[src/rtl/mem_access_pkg.sv]
// Shared definitions for the MEM stage: bus widths, operation codes,
// reset constants, FSM states and access-size helpers.
package mem_access_pkg;

  localparam int REG_BUS      = 32;
  localparam int REG_ADDR_BUS = 5;
  localparam int ALUOP_BUS    = 8;

  localparam logic [REG_BUS-1:0]      ZERO_WORD    = 32'h0000_0000;
  localparam logic [REG_ADDR_BUS-1:0] NOP_REG_ADDR = 5'b00000;

  localparam logic [ALUOP_BUS-1:0] EXE_ADD_OP = 8'b0010_0000;
  localparam logic [ALUOP_BUS-1:0] EXE_LB_OP  = 8'b1110_0000;
  localparam logic [ALUOP_BUS-1:0] EXE_LBU_OP = 8'b1110_0100;
  localparam logic [ALUOP_BUS-1:0] EXE_LH_OP  = 8'b1110_0001;
  localparam logic [ALUOP_BUS-1:0] EXE_LHU_OP = 8'b1110_0101;
  localparam logic [ALUOP_BUS-1:0] EXE_LW_OP  = 8'b1110_0011;
  localparam logic [ALUOP_BUS-1:0] EXE_SB_OP  = 8'b1110_1000;
  localparam logic [ALUOP_BUS-1:0] EXE_SH_OP  = 8'b1110_1001;
  localparam logic [ALUOP_BUS-1:0] EXE_SW_OP  = 8'b1110_1011;

  typedef enum logic {
    ST_IDLE = 1'b0,
    ST_BUSY = 1'b1
  } state_t;

  typedef enum logic [1:0] {
    SZ_BYTE = 2'd0,
    SZ_HALF = 2'd1,
    SZ_WORD = 2'd2,
    SZ_NONE = 2'd3
  } size_t;

  function automatic size_t op_size(input logic [ALUOP_BUS-1:0] op);
    case (op)
      EXE_LB_OP, EXE_LBU_OP, EXE_SB_OP: return SZ_BYTE;
      EXE_LH_OP, EXE_LHU_OP, EXE_SH_OP: return SZ_HALF;
      EXE_LW_OP, EXE_SW_OP:             return SZ_WORD;
      default:                          return SZ_NONE;
    endcase
  endfunction

  function automatic logic is_load(input logic [ALUOP_BUS-1:0] op);
    return (op == EXE_LB_OP) || (op == EXE_LBU_OP) || (op == EXE_LH_OP) ||
           (op == EXE_LHU_OP) || (op == EXE_LW_OP);
  endfunction

  function automatic logic is_store(input logic [ALUOP_BUS-1:0] op);
    return (op == EXE_SB_OP) || (op == EXE_SH_OP) || (op == EXE_SW_OP);
  endfunction

  function automatic logic is_signed_load(input logic [ALUOP_BUS-1:0] op);
    return (op == EXE_LB_OP) || (op == EXE_LH_OP);
  endfunction

endpackage

[src/rtl/mem_access_if.sv]
// Data-bus bundle between the MEM stage (master) and the data memory (slave).
interface mem_access_if;
  logic        dbus_req;
  logic        dbus_we;
  logic [31:0] dbus_addr;
  logic [3:0]  dbus_sel;
  logic [31:0] dbus_wdata;
  logic [31:0] dbus_rdata;
  logic        dbus_ack;

  modport master (
    output dbus_req, dbus_we, dbus_addr, dbus_sel, dbus_wdata,
    input  dbus_rdata, dbus_ack
  );

  modport slave (
    input  dbus_req, dbus_we, dbus_addr, dbus_sel, dbus_wdata,
    output dbus_rdata, dbus_ack
  );
endinterface

[src/rtl/mem_access_align.sv]
// Combinational big-endian lane logic: byte-lane select and store-data
// replication for a new request, and load-data extraction/extension for
// the data returned with the acknowledge.
module mem_access_align
  import mem_access_pkg::*;
(
  input  logic [ALUOP_BUS-1:0] i_req_op,
  input  logic [REG_BUS-1:0]   i_req_addr,
  input  logic [REG_BUS-1:0]   i_req_sdata,
  output logic [REG_BUS-1:0]   o_req_addr,
  output logic [3:0]           o_req_sel,
  output logic [REG_BUS-1:0]   o_req_wdata,
  input  logic [ALUOP_BUS-1:0] i_ld_op,
  input  logic [1:0]           i_ld_lane,
  input  logic [REG_BUS-1:0]   i_rdata,
  output logic [REG_BUS-1:0]   o_ld_data
);

  logic [7:0]  w_byte;
  logic [15:0] w_half;
  logic        w_sext;

  // Request side: size-aligned address, lane enables, replicated store data
  always_comb begin
    o_req_addr  = i_req_addr;
    o_req_sel   = 4'b0000;
    o_req_wdata = ZERO_WORD;
    case (op_size(i_req_op))
      SZ_BYTE: begin
        o_req_sel   = 4'b1000 >> i_req_addr[1:0];
        o_req_wdata = {4{i_req_sdata[7:0]}};
      end
      SZ_HALF: begin
        o_req_addr[0] = 1'b0;
        o_req_sel     = i_req_addr[1] ? 4'b0011 : 4'b1100;
        o_req_wdata   = {2{i_req_sdata[15:0]}};
      end
      SZ_WORD: begin
        o_req_addr[1:0] = 2'b00;
        o_req_sel       = 4'b1111;
        o_req_wdata     = i_req_sdata;
      end
      default: ;
    endcase
  end

  // Load side: pick the addressed lane(s) and sign- or zero-extend
  always_comb begin
    w_sext = is_signed_load(i_ld_op);
    w_byte = i_rdata[31:24];
    case (i_ld_lane)
      2'b00:   w_byte = i_rdata[31:24];
      2'b01:   w_byte = i_rdata[23:16];
      2'b10:   w_byte = i_rdata[15:8];
      default: w_byte = i_rdata[7:0];
    endcase
    w_half = i_ld_lane[1] ? i_rdata[15:0] : i_rdata[31:16];
    case (op_size(i_ld_op))
      SZ_BYTE: o_ld_data = {{24{w_sext & w_byte[7]}}, w_byte};
      SZ_HALF: o_ld_data = {{16{w_sext & w_half[15]}}, w_half};
      default: o_ld_data = i_rdata;
    endcase
  end

endmodule

[src/rtl/mem_access.sv]
// MEM stage of the integer pipeline: issues loads/stores on the data bus
// with a req/ack handshake, stalls upstream while a transfer is open, and
// registers the write-back fields for MEM/WB.
// Optional feature macro: MISALIGN_EXC_EN (misaligned halfword/word
// accesses raise a one-cycle exception instead of being force-aligned).
module mem_access
  import mem_access_pkg::*;
(
  input  logic                    clk,
  input  logic                    rst,
  input  logic                    mem_valid,
  input  logic [REG_ADDR_BUS-1:0] mem_rw,
  input  logic                    mem_wreg,
  input  logic [REG_BUS-1:0]      mem_wdata,
  input  logic [ALUOP_BUS-1:0]    mem_aluop,
  input  logic [REG_BUS-1:0]      mem_addr,
  input  logic [REG_BUS-1:0]      mem_sdata,
  mem_access_if.master            dbus,
  output logic                    stall_req,
  output logic [REG_ADDR_BUS-1:0] wb_rw,
  output logic                    wb_wreg,
  output logic [REG_BUS-1:0]      wb_wdata,
  output logic                    exc_misalign,
  output logic [REG_BUS-1:0]      exc_badaddr
);

  state_t                  r_state, w_state_nxt;
  logic                    r_req, w_req_nxt;
  logic                    r_we, w_we_nxt;
  logic [REG_BUS-1:0]      r_addr, w_addr_nxt;
  logic [3:0]              r_sel, w_sel_nxt;
  logic [REG_BUS-1:0]      r_wdata, w_wdata_nxt;
  logic [ALUOP_BUS-1:0]    r_op, w_op_nxt;
  logic [REG_ADDR_BUS-1:0] r_rw, w_rw_nxt;
  logic [REG_ADDR_BUS-1:0] r_wb_rw, w_wb_rw_nxt;
  logic                    r_wb_wreg, w_wb_wreg_nxt;
  logic [REG_BUS-1:0]      r_wb_wdata, w_wb_wdata_nxt;

  logic                    w_is_mem;
  logic                    w_misalign;
  logic [REG_BUS-1:0]      w_req_addr;
  logic [3:0]              w_req_sel;
  logic [REG_BUS-1:0]      w_req_wdata;
  logic [REG_BUS-1:0]      w_ld_data;

  assign w_is_mem = is_load(mem_aluop) | is_store(mem_aluop);

`ifdef MISALIGN_EXC_EN
  logic               r_exc, w_exc_nxt;
  logic [REG_BUS-1:0] r_badaddr, w_badaddr_nxt;
  size_t              w_size;

  assign w_size       = op_size(mem_aluop);
  assign w_misalign   = ((w_size == SZ_HALF) && mem_addr[0]) ||
                        ((w_size == SZ_WORD) && (mem_addr[1:0] != 2'b00));
  assign exc_misalign = r_exc;
  assign exc_badaddr  = r_badaddr;
`else
  assign w_misalign   = 1'b0;
  assign exc_misalign = 1'b0;
  assign exc_badaddr  = ZERO_WORD;
`endif

  mem_access_align u_align (
    .i_req_op    (mem_aluop),
    .i_req_addr  (mem_addr),
    .i_req_sdata (mem_sdata),
    .o_req_addr  (w_req_addr),
    .o_req_sel   (w_req_sel),
    .o_req_wdata (w_req_wdata),
    .i_ld_op     (r_op),
    .i_ld_lane   (r_addr[1:0]),
    .i_rdata     (dbus.dbus_rdata),
    .o_ld_data   (w_ld_data)
  );

  // Next-state, next bus/write-back values and the stall request
  always_comb begin
    w_state_nxt    = r_state;
    w_req_nxt      = r_req;
    w_we_nxt       = r_we;
    w_addr_nxt     = r_addr;
    w_sel_nxt      = r_sel;
    w_wdata_nxt    = r_wdata;
    w_op_nxt       = r_op;
    w_rw_nxt       = r_rw;
    w_wb_rw_nxt    = r_wb_rw;
    w_wb_wreg_nxt  = r_wb_wreg;
    w_wb_wdata_nxt = r_wb_wdata;
    stall_req      = 1'b0;
`ifdef MISALIGN_EXC_EN
    w_exc_nxt      = 1'b0;
    w_badaddr_nxt  = r_badaddr;
`endif
    case (r_state)
      ST_IDLE: begin
        if (mem_valid && w_is_mem && !w_misalign) begin
          stall_req     = 1'b1;
          w_req_nxt     = 1'b1;
          w_we_nxt      = is_store(mem_aluop);
          w_addr_nxt    = w_req_addr;
          w_sel_nxt     = w_req_sel;
          w_wdata_nxt   = w_req_wdata;
          w_op_nxt      = mem_aluop;
          w_rw_nxt      = mem_rw;
          w_wb_wreg_nxt = 1'b0;
          w_state_nxt   = ST_BUSY;
        end else if (mem_valid && w_is_mem) begin
          // Misaligned access: no bus cycle, no register write
          w_wb_rw_nxt    = mem_rw;
          w_wb_wreg_nxt  = 1'b0;
          w_wb_wdata_nxt = mem_wdata;
`ifdef MISALIGN_EXC_EN
          w_exc_nxt      = 1'b1;
          w_badaddr_nxt  = mem_addr;
`endif
        end else begin
          w_wb_rw_nxt    = mem_rw;
          w_wb_wreg_nxt  = mem_wreg & mem_valid;
          w_wb_wdata_nxt = mem_wdata;
        end
      end
      ST_BUSY: begin
        stall_req = ~dbus.dbus_ack;
        if (dbus.dbus_ack) begin
          w_req_nxt   = 1'b0;
          w_state_nxt = ST_IDLE;
          if (is_load(r_op)) begin
            w_wb_rw_nxt    = r_rw;
            w_wb_wreg_nxt  = 1'b1;
            w_wb_wdata_nxt = w_ld_data;
          end else begin
            w_wb_wreg_nxt  = 1'b0;
          end
        end
      end
      default: w_state_nxt = ST_IDLE;
    endcase
  end

  // State, bus and write-back registers
  always_ff @(posedge clk or posedge rst) begin
    if (rst) begin
      r_state    <= ST_IDLE;
      r_req      <= 1'b0;
      r_we       <= 1'b0;
      r_addr     <= ZERO_WORD;
      r_sel      <= 4'b0000;
      r_wdata    <= ZERO_WORD;
      r_op       <= '0;
      r_rw       <= NOP_REG_ADDR;
      r_wb_rw    <= NOP_REG_ADDR;
      r_wb_wreg  <= 1'b0;
      r_wb_wdata <= ZERO_WORD;
    end else begin
      r_state    <= w_state_nxt;
      r_req      <= w_req_nxt;
      r_we       <= w_we_nxt;
      r_addr     <= w_addr_nxt;
      r_sel      <= w_sel_nxt;
      r_wdata    <= w_wdata_nxt;
      r_op       <= w_op_nxt;
      r_rw       <= w_rw_nxt;
      r_wb_rw    <= w_wb_rw_nxt;
      r_wb_wreg  <= w_wb_wreg_nxt;
      r_wb_wdata <= w_wb_wdata_nxt;
    end
  end

`ifdef MISALIGN_EXC_EN
  // Misalignment pulse and faulting-address capture
  always_ff @(posedge clk or posedge rst) begin
    if (rst) begin
      r_exc     <= 1'b0;
      r_badaddr <= ZERO_WORD;
    end else begin
      r_exc     <= w_exc_nxt;
      r_badaddr <= w_badaddr_nxt;
    end
  end
`endif

  assign dbus.dbus_req   = r_req;
  assign dbus.dbus_we    = r_we;
  assign dbus.dbus_addr  = r_addr;
  assign dbus.dbus_sel   = r_sel;
  assign dbus.dbus_wdata = r_wdata;
  assign wb_rw           = r_wb_rw;
  assign wb_wreg         = r_wb_wreg;
  assign wb_wdata        = r_wb_wdata;

endmodule

[src/flat_wrapper.sv]
// flat-port wrapper written by rule: the top's interface ports become plain ports
module mem_access_flat import mem_access_pkg::*;
  (clk, rst, mem_valid, mem_rw, mem_wreg, mem_wdata, mem_aluop, mem_addr, mem_sdata, stall_req, wb_rw, wb_wreg, wb_wdata, exc_misalign, exc_badaddr, dbus_dbus_req, dbus_dbus_we, dbus_dbus_addr, dbus_dbus_sel, dbus_dbus_wdata, dbus_dbus_rdata, dbus_dbus_ack);
  mem_access_if dbus_i ();
  input  logic clk;
  input  logic rst;
  input  logic mem_valid;
  input  logic [REG_ADDR_BUS-1:0] mem_rw;
  input  logic mem_wreg;
  input  logic [REG_BUS-1:0] mem_wdata;
  input  logic [ALUOP_BUS-1:0] mem_aluop;
  input  logic [REG_BUS-1:0] mem_addr;
  input  logic [REG_BUS-1:0] mem_sdata;
  output logic stall_req;
  output logic [REG_ADDR_BUS-1:0] wb_rw;
  output logic wb_wreg;
  output logic [REG_BUS-1:0] wb_wdata;
  output logic exc_misalign;
  output logic [REG_BUS-1:0] exc_badaddr;
  output wire logic [$bits(dbus_i.dbus_req)-1:0] dbus_dbus_req;
  output wire logic [$bits(dbus_i.dbus_we)-1:0] dbus_dbus_we;
  output wire logic [$bits(dbus_i.dbus_addr)-1:0] dbus_dbus_addr;
  output wire logic [$bits(dbus_i.dbus_sel)-1:0] dbus_dbus_sel;
  output wire logic [$bits(dbus_i.dbus_wdata)-1:0] dbus_dbus_wdata;
  input wire logic [$bits(dbus_i.dbus_rdata)-1:0] dbus_dbus_rdata;
  input wire logic [$bits(dbus_i.dbus_ack)-1:0] dbus_dbus_ack;
  assign dbus_dbus_req = dbus_i.dbus_req;
  assign dbus_dbus_we = dbus_i.dbus_we;
  assign dbus_dbus_addr = dbus_i.dbus_addr;
  assign dbus_dbus_sel = dbus_i.dbus_sel;
  assign dbus_dbus_wdata = dbus_i.dbus_wdata;
  assign dbus_i.dbus_rdata = dbus_dbus_rdata;
  assign dbus_i.dbus_ack = dbus_dbus_ack;
  mem_access u_core (.clk(clk), .rst(rst), .mem_valid(mem_valid), .mem_rw(mem_rw), .mem_wreg(mem_wreg), .mem_wdata(mem_wdata), .mem_aluop(mem_aluop), .mem_addr(mem_addr), .mem_sdata(mem_sdata), .dbus(dbus_i), .stall_req(stall_req), .wb_rw(wb_rw), .wb_wreg(wb_wreg), .wb_wdata(wb_wdata), .exc_misalign(exc_misalign), .exc_badaddr(exc_badaddr));
endmodule
[config.mk]
export PLATFORM = sky130hd
export DESIGN_NAME = mem_access_flat
export DESIGN_NICKNAME = d
export VERILOG_FILES = /design/src/rtl/mem_access_pkg.sv /design/src/rtl/mem_access_if.sv /design/src/rtl/mem_access_align.sv /design/src/rtl/mem_access.sv /design/src/flat_wrapper.sv
export SDC_FILE = /design/constraint.sdc
export NUM_CORES = 1
export LEC_CHECK = 0
export ABC_AREA = 1
export BUFFER_PORTS_ARGS = -buffer_cell sky130_fd_sc_hd__buf_2
export CAP_MARGIN = 15
export CELL_PAD_IN_SITES_DETAIL_PLACEMENT = 1
export CELL_PAD_IN_SITES_GLOBAL_PLACEMENT = 2
export CORE_ASPECT_RATIO = 1.4
export CORE_MARGIN = 5
export CORE_UTILIZATION = 23
export DETAILED_ROUTE_END_ITERATION = 8
export PLACE_DENSITY = 0.75
export SLEW_MARGIN = 40
export SYNTH_ARGS = -nofsm -noshare
export SYNTH_HDL_FRONTEND = slang
export SYNTH_SLANG_ARGS = --single-unit
[constraint.sdc]
create_clock -name clk -period 4.1 [get_ports clk]
set_input_delay 0.82 -clock clk [delete_from_list [all_inputs] [get_ports clk]]
set_output_delay 0.82 -clock clk [all_outputs]
set_load 0.005 [all_outputs]
## Yosys cells after proc, flatten, opt, wreduce, memory -nomap -nowiden

Index checks and enable logic that the tools add are counted.
Widths: inputs -> output; s select.

| cells by class | value |
|---|---|
| equal/unequal tests | 25 |
| shift-type cells | 1 |
| order comparisons | 0 |
| reductions and logical operators | 25 |
| muxes and demuxes | 29 |
| div/mod/pow operators | 0 |
| add/subtract/negate cells | 0 |
| multiply operators | 0 |
| bitwise operators | 6 |

Operators by type and width:

| kind | number |
|---|---|
| $eq 8x8->1 const B | 16 |
| $pmux 32 s2 | 2 |
| $mux 32 | 3 |
| $pmux 32 s3 | 1 |
| $pmux 8 s3 | 1 |
| $mux 16 | 1 |
| $mux 5 | 3 |
| $pmux 2 s3 | 2 |
| $pmux 4 s3 | 1 |
| $reduce_or 3->1 | 4 |
| $logic_or 1x1->1 | 11 |
| $pmux 5 s2 | 1 |
| $mux 1 | 9 |
| $pmux 1 s2 | 4 |
| $eq 2x1->1 const B | 3 |
| $logic_not 2->1 | 3 |
| $ne 2x2->1 const B | 3 |
| $reduce_or 2->1 | 3 |
| $eq 2x2->1 const B | 2 |
| $mux 4 | 1 |
| $reduce_and 2->1 | 2 |
| $shr 4x2->4 const A | 1 |
| $and 1x1->1 | 3 |
| $reduce_and 3->1 | 1 |
| 4 further kinds | 5 |

| storage, ports and cells | value |
|---|---|
| memories kept | 0 |
| output and inout port bits | 142 |
| ROM bits | 0 |
| latch bits | 0 |
| bits in writable memories | 0 |
| flip-flop bits (word level) | 122 |

## Depth between registers and ports, before layout

Gate-level depths: netlist of the first run.

| depth | value |
|---|---|
| depth after elaboration | 9 |
| gate-level depth with buffers | 13 |

## By module

Synthesis of the first run repeated with hierarchy kept, for this count alone.

| second synthesis, totals | value |
|---|---|
| cells, all modules | 1027 |
| area, all modules | 7637.3 µm² |

Modules (own cells, without submodules):

| module | sequential area each (µm²) | times used | area each (µm²) | cells an instance |
|---|---|---|---|---|
| mem_access | 3052.9 | 1 | 5828.1 | 681 |
| mem_access_align | 0.0 | 1 | 1809.2 | 346 |

## Least setup slack after synthesis of the first run

OpenSTA, ideal clock, no wires.

| path | value |
|---|---|
| path kind | input to output |
| from | in mem_aluop[4] |
| to | out stall_req |
| setup slack | 1.517 ns |
| cell stages on the path | 9 |
| buffers on the path | 2 |
| data required time | 3.280 ns |
| arrival time | 1.763 ns |
| cells stage by stage | inv_1 nand2_1 nor2_2 nand3_1 nand2_1 nand2_4 buf_4 buf_2 nand2_1 |

| on the way | value |
|---|---|
| word-level cells in the longest chain between the ends | 9 |
| elaborated cells on any way between the ends | 18 |
| those cells by class | eq/ne: 8; mux: 2; bitwise: 1; reduce/logical: 7 |

Ends and longest elaborated chain:

| item | line | RTL |
|---|---|---|
| start: declaration | flat_wrapper.sv:11 | `input logic [ALUOP_BUS-1:0] mem_aluop;` |
| $eq 8x8->1 | mem_access_pkg.sv:44 | `return (op == EXE_LB_OP) \|\| (op == EXE_LBU_OP) \|\| (op == EXE_LH_OP) \|\|` |
| $logic_or 1x1->1 (3 in series) | mem_access_pkg.sv:44 |  |
| $logic_or 1x1->1 | mem_access_pkg.sv:45 | `(op == EXE_LHU_OP) \|\| (op == EXE_LW_OP);` |
| $or 1x1->1 (*) | mem_access.sv:46 | `assign w_is_mem = is_load(mem_aluop) \| is_store(mem_aluop);` |
| $logic_and 1x1->1 (*) | mem_access.sv:97 | `if (mem_valid && w_is_mem && !w_misalign) begin` |
| $mux 1 (*) | mem_access.sv:97 |  |
| $pmux 1 s2 (*) | mem_access.sv:95 | `case (r_state)` |
| end: declaration | flat_wrapper.sv:14 | `output logic stall_req;` |

Mark *: on every way between the ends. The rest lies on a longest branch, timed or not.

## Worst setup path in the final report of the first run

Same ends and word-level chain as after synthesis.

==> results of run 1 <==
[where the power goes]
part           internal [uW]  switching (uW)  leakage (uW)
logic                    263             371       0.00331
registers               1350             107       0.00156
clock network            802             548      0.000251
[per-layer routing]
metal | track usage (%) | vias up
met5 | 0 | -
met4 | 4.077 | 0
met3 | 4.159 | 18
met2 | 28.10 | 203
met1 | 17.95 | 3139
li1 | - | 3333
[cell type report]
class / count / area [sq um] / area share [%]
multi-input cells: 709 / 3068 / 35.03
repair buffers: 265 / 1354 / 15.46
flip-flops and latches: 122 / 3054 / 34.87
inverters: 80 / 305.3 / 3.486
well taps: 380 / 475.5 / 5.429
clock buffers: 24 / 481.7 / 5.500
clock inverters: 4 / 20.02 / 0.2286
[flip-flops by register name (all words and copies together) (netlist names)]
| name | count |
|---|---|
| u_core.dbus.dbus_addr | 32 |
| u_core.dbus.dbus_wdata | 32 |
| u_core.wb_wdata | 32 |
| u_core.r_op | 8 |
| u_core.r_rw | 5 |
| u_core.wb_rw | 5 |
| u_core.dbus.dbus_sel | 4 |
| u_core.dbus.dbus_req | 1 |
| u_core.dbus.dbus_we | 1 |
| u_core.r_state | 1 |
| u_core.wb_wreg | 1 |
[Yosys cell counts (all sizes together)]
| cell type | n |
|---|---|
| dfrtp | 122 |
| inv | 80 |
| nor3 | 2 |
| nand4 | 1 |
| nand3 | 51 |
| clkbuf | 14 |
| mux2 | 7 |
| conb | 1 |
| nand2 | 453 |
| or2 | 5 |
| nor2 | 67 |
| o21ai | 40 |
| buf | 66 |
| ha | 3 |
| o21a | 12 |
| a21oi | 35 |
[worst reg2reg max path: cells and delay by family, from the launching register on]
| family | cells | cell delay, ns |
|---|---|---|
| and+or+nand+nor | 5 | 1.30 |
| DFF | 1 | 0.67 |
| buffers and inverters | 1 | 0.47 |
[path summary, 6_finish.rpt]
kind                                                  from  slack (ns)  depth (start not counted)                                endpoint
worst min register to register  u_core.r_op[5]$_DFFE_PP0P_        0.46                          1              u_core.r_op[5]$_DFFE_PP0P_
worst min-delay path            u_core.r_op[5]$_DFFE_PP0P_        0.46                          1              u_core.r_op[5]$_DFFE_PP0P_
worst max-delay path                          mem_aluop[4]        1.24                          9                               stall_req
max in group asynchronous                              rst        2.71                          3         u_core.wb_wdata[26]$_DFFE_PP0P_
worst max register to register    u_core.r_state$_DFF_PP0_        1.59                          6          u_core.wb_wdata[7]$_DFFE_PP0P_
min in group asynchronous                              rst        0.51                          2  u_core.dbus.dbus_wdata[31]$_DFFE_PP0P_
[logic make-up after synthesis]
logic type	share of synthesized area, %
DFF	44.84
muxes	1.158
adders and majority gates	0.5513
buffers and inverters	11.91
and+or+nand+nor	34.16
other	0.05507
AOI/OAI and AO/OA	7.332
[stage by stage]
step                      utilization (%)  instances
after global placement              28.30       1556
after detailed placement            28.30       1556
after floorplan                         -        991
final                               30.03       1584
after CTS                           30.02       1584
after global routing                30.03       1584
==> impl_metrics.csv, run 1 <==
group,metric,value,unit
run_status,outcome,"finished, final reports clean",
pwr,peakVddDrop,0.2497,mV
global_routing,grt_overflow_total,0,
clock_network,clockBufferDepth,2,
timing,rsz0062_at_grt,"false",
clock_network,cts_buffers,17,
route,wl_met2,13080,um
route,wire_per_inst,16.03,um
yosys,synthCells,959,
timing,worst_slack,1.240,ns
finish,final_nets,1344,
placement,dp_hpwl,19590,um
clock_network,ctsHoldBuffers,0,
finish,drive_gt1_share,26.91,%
pwr,power,3442,uW
worst_setup_path,critPathMaxStageDelay,0.26,ns
route,viasPerCell,4.225,
timing,setup_viol,0,
timing,fin_setup_tns,0,ns
global_routing,grt_pass1_wl,40250,um
timing,maxSlewHeadroom,51.66,%
yosys,yosys.area.top_type,"dfrtp_1",
worst_setup_path,timing_worst_setup_path_type,"in2out",
run,cap_violations,0,
timing,fmax,349.7,MHz
global_routing,grt_usage,15.46,%
route,drcViolationCount,0,
finish,final_common_cell,"nand2_1",
timing,hold_viol,0,
finish,num_antenna_cells,0,
route,initialDrtViolationCount,196,
floorplan,dieArea,33190,sq um
floorplan,pin_count,288,
yosys,ys_ff_latch,122,
timing,finClkSkew,0.01036,ns
timing,worst_slew_pin_slew,0.7241,ns
global_routing,grt_max_degree,74,
yosys,synth_area_per_cell,7.100,sq um
floorplan,rows,74,
timing,slew_viol_final,0,
yosys,yosysSeqAreaShare,44.84,%
worst_setup_path,cp_cell_sequence,"buf_2, inv_1, nand2_1, nor2_2, nand3_1, nand2_1, nand2_4, nand2_1, buf_2",
floorplan,dieWidth,155.4,um
worst_setup_path,slowest_stage,"nand2_4",
yosys,yosys.area.top_type_share,44.84,%
worst_setup_path,end_kind,"primary output",
finish,fillers,3746,
yosys,yosys_warnings,0,
pwr,power-per-cell-area,392.9,nW/um^2
timing,layout_min_cycle_time,2.860,ns
min_path,hold_path.class,"reg2reg",
worst_setup_path,cp.required,3.28,ns
timing,whs,0.4632,ns
clock_network,clock_latency,0.42,ns
clock_network,cts_sinks,122,
yosys,synth.area.top_cells,"dfrtp_1 45%, nand2_1 25%, buf_4 4.5%",
worst_setup_path,path_common_cell,"nand2_1",
floorplan,start_util,23.35,%
worst_setup_path,cp.arrival,2.04,ns
clock_network,path_clk_slew,0.05,ns
route,highest_layer,"met4",
worst_setup_path,critPathTopFamily,"simple AND/OR/NAND/NOR gates",
placement,io_buffers,254,
route,first_pass_iters,4,
route,drt_wl_total,25390,um
worst_setup_path,startpoint_type,"input port",
global_routing,antenna_found_initial,0,
worst_setup_path,critPathMaxFanout,34,
worst_setup_path,crit_buf_inv,3,
pwr,leakagePower,0.005125,uW
placement,pre_cts_slack,1.003,ns
yosys,synth.distinct_cells,29,
route,routed-via-count,6693,
finish,mostFrequentLayoutCells,"451 x nand2_1, 254 x buf_2, 121 x dfrtp_1, 75 x inv_1, 63 x nor2_1",
yosys,syn_area,6809,sq um
global_routing,first_global_vias,7374,
clock_network,cts_setup_buffers,0,
placement,placed_area,8254,sq um
route,met3WireLength,1626,um
clock_network,cts_resized,0,
clock_network,h-tree-depth,4,
route,route.layer.met1.wl,10330,um
clock_network,clockRootBuffer,"clkbuf_16",
finish,final_area,8758,sq um
timing,period_share,69.75,%
floorplan,core-area,29170,sq um
clock_network,cts_tree,"yes",
route,ant_nets,0,
floorplan,fp.dieH,213.6,um
placement,place_congestion,0.8164,
finish,area_growth,28.63,%
Note: power is estimated with default switching activity, not from simulation.
==> inputs of run 2 (changes only) <==
- CORE_UTILIZATION: 23 -> 25
- PLACE_DENSITY: 0.75 -> 0.77
- clock period: 4.1 -> 2.65 ns (I/O delays scaled with it)
==> run 2 against run 1 <==
Global-route usage is 1.2 points higher. Power is 69% higher. Final cell count hardly changed.
==> impl_metrics.csv, run 2 (synthesis results as in run 1) <==
group,metric,value,unit
finish,area.sequential,3054,sq um
timing,fin_setup_tns,0,ns
placement,dp_hpwl,20150,um
finish,drive_gt1_share,27.69,%
worst_setup_path,timing_worst_setup_path_type,"reg2out",
global_routing,grt_pass1_wl,39620,um
global_routing,grt_overflow_total,0,
clock_network,cts_setup_buffers,0,
timing,hold_viol,0,
placement,placed_area,8377,sq um
clock_network,path_clk_slew,0.06,ns
route,drcViolationCount,0,
clock_network,cts_resized,0,
timing,rsz0062_at_grt,"false",
route,viasPerCell,4.270,
clock_network,clockBufferDepth,2,
clock_network,clockRootBuffer,"clkbuf_16",
min_path,hold_path.class,"in2async",
route,first_pass_iters,4,
global_routing,grt_max_degree,44,
clock_network,h-tree-depth,4,
floorplan,rows,71,
worst_setup_path,cp.arrival,1.75,ns
floorplan,dieArea,30680,sq um
pwr,peakVddDrop,0.4316,mV
timing,fmax,437.8,MHz
clock_network,cts_sinks,122,
global_routing,first_global_vias,7271,
pwr,leakagePower,0.005255,uW
route,wire_per_inst,16.13,um
timing,finClkSkew,0.007176,ns
floorplan,core-area,26920,sq um
floorplan,pin_count,288,
worst_setup_path,critPathMaxFanout,19,
clock_network,clock_latency,0.43,ns
worst_setup_path,cp.required,2.12,ns
finish,multiInputGateArea,3065,sq um
finish,final_common_cell,"nand2_1",
run_status,outcome,"finished, final reports clean",
route,routed-via-count,6760,
clock_network,ctsHoldBuffers,0,
clock_network,cts_tree,"yes",
route,ant_nets,0,
pwr,power-per-cell-area,643.8,nW/um^2
worst_setup_path,startpoint_type,"register",
route,drt_wl_total,25530,um
global_routing,antenna_found_initial,1,
global_routing,grt_usage,16.69,%
timing,setup_viol,0,
worst_setup_path,end_kind,"primary output",
timing,worst_slew_pin_slew,0.7013,ns
floorplan,start_util,25.30,%
run,cap_violations,0,
finish,final_nets,1353,
finish,area_growth,32.47,%
floorplan,dieWidth,149.5,um
finish,mostFrequentLayoutCells,"451 x nand2_1, 254 x buf_2, 121 x dfrtp_1, 75 x inv_1, 63 x nor2_1",
clock_network,cts_buffers,17,
route,initialDrtViolationCount,125,
finish,fillers,3443,
finish,final_area,9020,sq um
placement,io_buffers,254,
placement,place_congestion,0.8030,
pwr,power,5807,uW
timing,maxSlewHeadroom,53.15,%
timing,layout_min_cycle_time,2.284,ns
floorplan,fp.dieH,205.3,um
timing,period_share,86.19,%
timing,slew_viol_final,0,
run 2: routing by layer:
metal / up-vias / wire length [um] / global-route usage, %
li1: 3346 / - / -
met1: 3179 / 10290 / 18.79
met2: 206 / 13180 / 30.11
met3: 27 / 1647 / 5.332
met4: 2 / 404 / 4.743
met5: - / 7 / 0
run 2: through the flow:
| step | util (%) | setup slack (ns) | hold WS (ns) | instances |
|---|---|---|---|---|
| finish | 33.51 | 0.3659 | 0.2120 | 1583 |
| detailed placement | 31.12 | 0.3411 | 0.4565 | 1550 |
| global placement | 31.12 | 0.4216 | 0.4472 | 1550 |
| CTS | 33.50 | 0.2851 | 0.2101 | 1582 |
| global route | 33.50 | 0.2303 | 0.2270 | 1582 |
| floorplan | - | 0.6227 | 0.4339 | 991 |
run 2: layout make-up:
class	instances	area share, %
multi-input cells	709	33.99
well taps	365	5.063
clock buffers	25	5.604
inverters	80	3.371
repair buffers	274	16.59
flip-flops and latches	122	33.86
clock inverters	7	1.498
diodes	1	0.02774
run 2: worst paths after layout:
path / startpoint / to / slack, ns / cells after the start
setup / recovery: u_core.r_state$_DFF_PP0_ / stall_req / 0.37 / 4
hold / removal: rst / u_core.dbus.dbus_wdata[23]$_DFFE_PP0P_ / 0.21 / 2
setup reg to reg: u_core.r_op[4]$_DFFE_PP0P_ / u_core.wb_wdata[7]$_DFFE_PP0P_ / 0.59 / 12
hold reg to reg: u_core.r_op[7]$_DFFE_PP0P_ / u_core.r_op[7]$_DFFE_PP0P_ / 0.47 / 1
max in group asynchronous: rst / u_core.wb_rw[2]$_DFFE_PP0P_ / 1.82 / 3
min in group clk: mem_addr[31] / u_core.dbus.dbus_addr[31]$_DFFE_PP0P_ / 0.29 / 3
run 2: worst max-delay path, cell delays in order, from the launching register on:
cell	delay, ns
dfrtp_2	0.50
nor2_1	0.26
nand2_4	0.22
nand2_1	0.18
buf_2	0.16
run 2: power breakdown:
group / switching (uW) / internal [uW] / total, uW / leakage (uW)
clock: 866 / 1690 / 2560 / 0.000317
combinational: 581 / 420 / 1000 / 0.00338
sequential: 154 / 2090 / 2240 / 0.00156
total: 1600 / 4210 / 5810 / 0.00526
==> inputs of run 3 (changes only) <==
- CORE_UTILIZATION: 25 -> 26
- CTS_BUF_LIST: unset -> sky130_fd_sc_hd__clkbuf_8
- GPL_TIMING_DRIVEN: unset -> 0
- PLACE_DENSITY: 0.77 -> 0.8
- RECOVER_POWER: unset -> 25
==> run 3 against run 2 <==
Maximum frequency is 1.7% lower. Critical endpoint unchanged. Critical path depth is 6 higher. Non-clock buffer count is 65 higher. Core utilization is 1.6 points higher. Routed wire length is 3.7% higher. Clock power is 27% lower. First-iteration DRC count is 33% higher. Final cell count is 1.5% higher.
==> impl_metrics.csv, run 3 (synthesis results as in run 1) <==
group,metric,value,unit
run_status,outcome,"finished, final reports clean",
worst_setup_path,startpoint_type,"input port",
floorplan,start_util,26.18,%
timing,whs,0.1709,ns
clock_network,clock_latency,0.45,ns
timing,finClkSkew,0.009166,ns
clock_network,ctsHoldBuffers,0,
global_routing,grt_pass1_wl,41710,um
route,viasPerCell,4.325,
timing,fmax,430.2,MHz
timing,layout_min_cycle_time,2.325,ns
worst_setup_path,r2r_cells,10,
placement,dpl.cell_count,1575,
floorplan,pin_count,288,
floorplan,dieArea,29570,sq um
finish,area_growth,34.05,%
global_routing,grt_overflow_total,0,
floorplan,fp.dieH,201.5,um
finish,drive_gt1_share,29.95,%
route,initialDrtViolationCount,166,
global_routing,grt_max_degree,21,
placement,io_buffers,254,
clock_network,cts_tree,"yes",
floorplan,rows,70,
floorplan,core-area,26010,sq um
finish,final_common_cell,"nand2_1",
finish,final_nets,1418,
finish,instances_no_fill,1607,
worst_setup_path,rr_startpoint,"u_core.dbus.dbus_addr[1]$_DFFE_PP0P_",
worst_setup_path,cp.required,2.12,ns
route,ant_nets,0,
clock_network,cts_sinks,122,
finish,multiInputGateArea,3070,sq um
finish,final_area,9128,sq um
worst_setup_path,timing_worst_setup_path_type,"in2out",
route,drt_wl_total,26480,um
worst_setup_path,end_kind,"primary output",
finish,mostFrequentLayoutCells,"451 x nand2_1, 274 x buf_2, 122 x dfrtp_1, 79 x inv_1, 63 x nor2_1",
timing,maxSlewHeadroom,11.35,%
clock_network,path_clk_slew,0.08,ns
pwr,power,5175,uW
route,wire_per_inst,16.48,um
clock_network,cts_setup_buffers,0,
timing,setup_viol,0,
timing,rsz0062_at_grt,"false",
timing,fin_setup_tns,0,ns
finish,fillers,3398,
timing,worst_slew_pin_slew,1.330,ns
timing,period_share,87.73,%
min_path,hold_path.class,"in2async",
route,drcViolationCount,0,
global_routing,first_global_vias,7547,
pwr,power-per-cell-area,567.0,nW/um^2
worst_setup_path,cp-endpoint,"stall_req",
placement,placed_area,8760,sq um
worst_setup_path,regToRegSetupSlack,0.64,ns
worst_setup_path,critPathMaxFanout,19,
timing,slew_viol_final,0,
clock_network,clockBufferDepth,2,
clock_network,cts_buffers,17,
pwr,leakagePower,0.005442,uW
clock_network,clockRootBuffer,"clkbuf_8",
pwr,peakVddDrop,0.2879,mV
floorplan,dieWidth,146.8,um
clock_network,h-tree-depth,4,
worst_setup_path,cp.arrival,1.79,ns
worst_setup_path,startpoint,"mem_aluop[4]",
route,first_pass_iters,4,
placement,dp_hpwl,21690,um
timing,hold_viol,0,
run,cap_violations,0,
global_routing,antenna_found_initial,4,
global_routing,grt_usage,17.99,%
route,routed-via-count,6950,
worst_setup_path,r2r-end,"u_core.wb_wdata[6]$_DFFE_PP0P_",
placement,place_congestion,0.8527,
finish,area.sequential,3053,sq um
run 3: layout make-up:
type | instances | area share (%)
repair buffers | 260 | 14.89
diodes | 1 | 0.02742
plain buffers | 79 | 5.538
inverters | 80 | 3.304
well taps | 324 | 4.441
flip-flops and latches | 122 | 33.45
clock inverters | 12 | 1.700
clock buffers | 20 | 3.016
multi-input cells | 709 | 33.64
run 3: worst min path at each step:
stage | from | cells past startpoint | to
3_3_place_gp | u_core.r_op[6]$_DFFE_PP0P_ | 1 | u_core.r_op[6]$_DFFE_PP0P_
2_1_floorplan | u_core.r_op[5]$_DFFE_PP0P_ | 1 | u_core.r_op[5]$_DFFE_PP0P_
3_5_place_dp | u_core.r_op[6]$_DFFE_PP0P_ | 1 | u_core.r_op[6]$_DFFE_PP0P_
5_1_grt | rst | 2 | u_core.dbus.dbus_wdata[29]$_DFFE_PP0P_
4_1_cts | rst | 2 | u_core.dbus.dbus_wdata[20]$_DFFE_PP0P_
6_report | rst | 2 | u_core.dbus.dbus_wdata[29]$_DFFE_PP0P_
run 3: critical path, stage by stage:
cell and delay [ns]:
buf_2 0.10, inv_1 0.06, nand2_1 0.09, nor2_4 0.15, nand3_1 0.11, nand2_1 0.13
nand2_4 0.12, buf_4 0.25, nand2_1 0.10, buf_2 0.15
run 3: metrics by stage:
step	setup slack, ns	util (%)
3_5_place_dp	-0.2137	33.67
4_1_cts	0.04289	35.33
6_report	0.3253	35.09
2_1_floorplan	0.6227	-
3_3_place_gp	-0.5215	33.10
5_1_grt	0.1786	35.08
run 3: timing repair:
item | 4_1_cts | 5_1_grt
endpoints found under the hold margin | 0 | 0
resized for setup | 0 | 1
endpoints found under the setup margin | 0 | 1
run 3: metal layers:
metal	part of all wire [%]	global-route usage (%)	wire length, um	vias up
li1	-	-	-	3486
met1	38	18.89	9968	3207
met2	53	33.43	14070	213
met3	6.6	5.790	1754	36
met4	2.4	6.187	631	8
met5	0.21	0	55	-
run 3: report_power, final:
part           leakage (uW)  total, uW  switching, uW  internal, uW
Sequential          0.00156       2210            124          2090
Clock              0.000237       1880            794          1080
Combinational       0.00364       1090            625           465
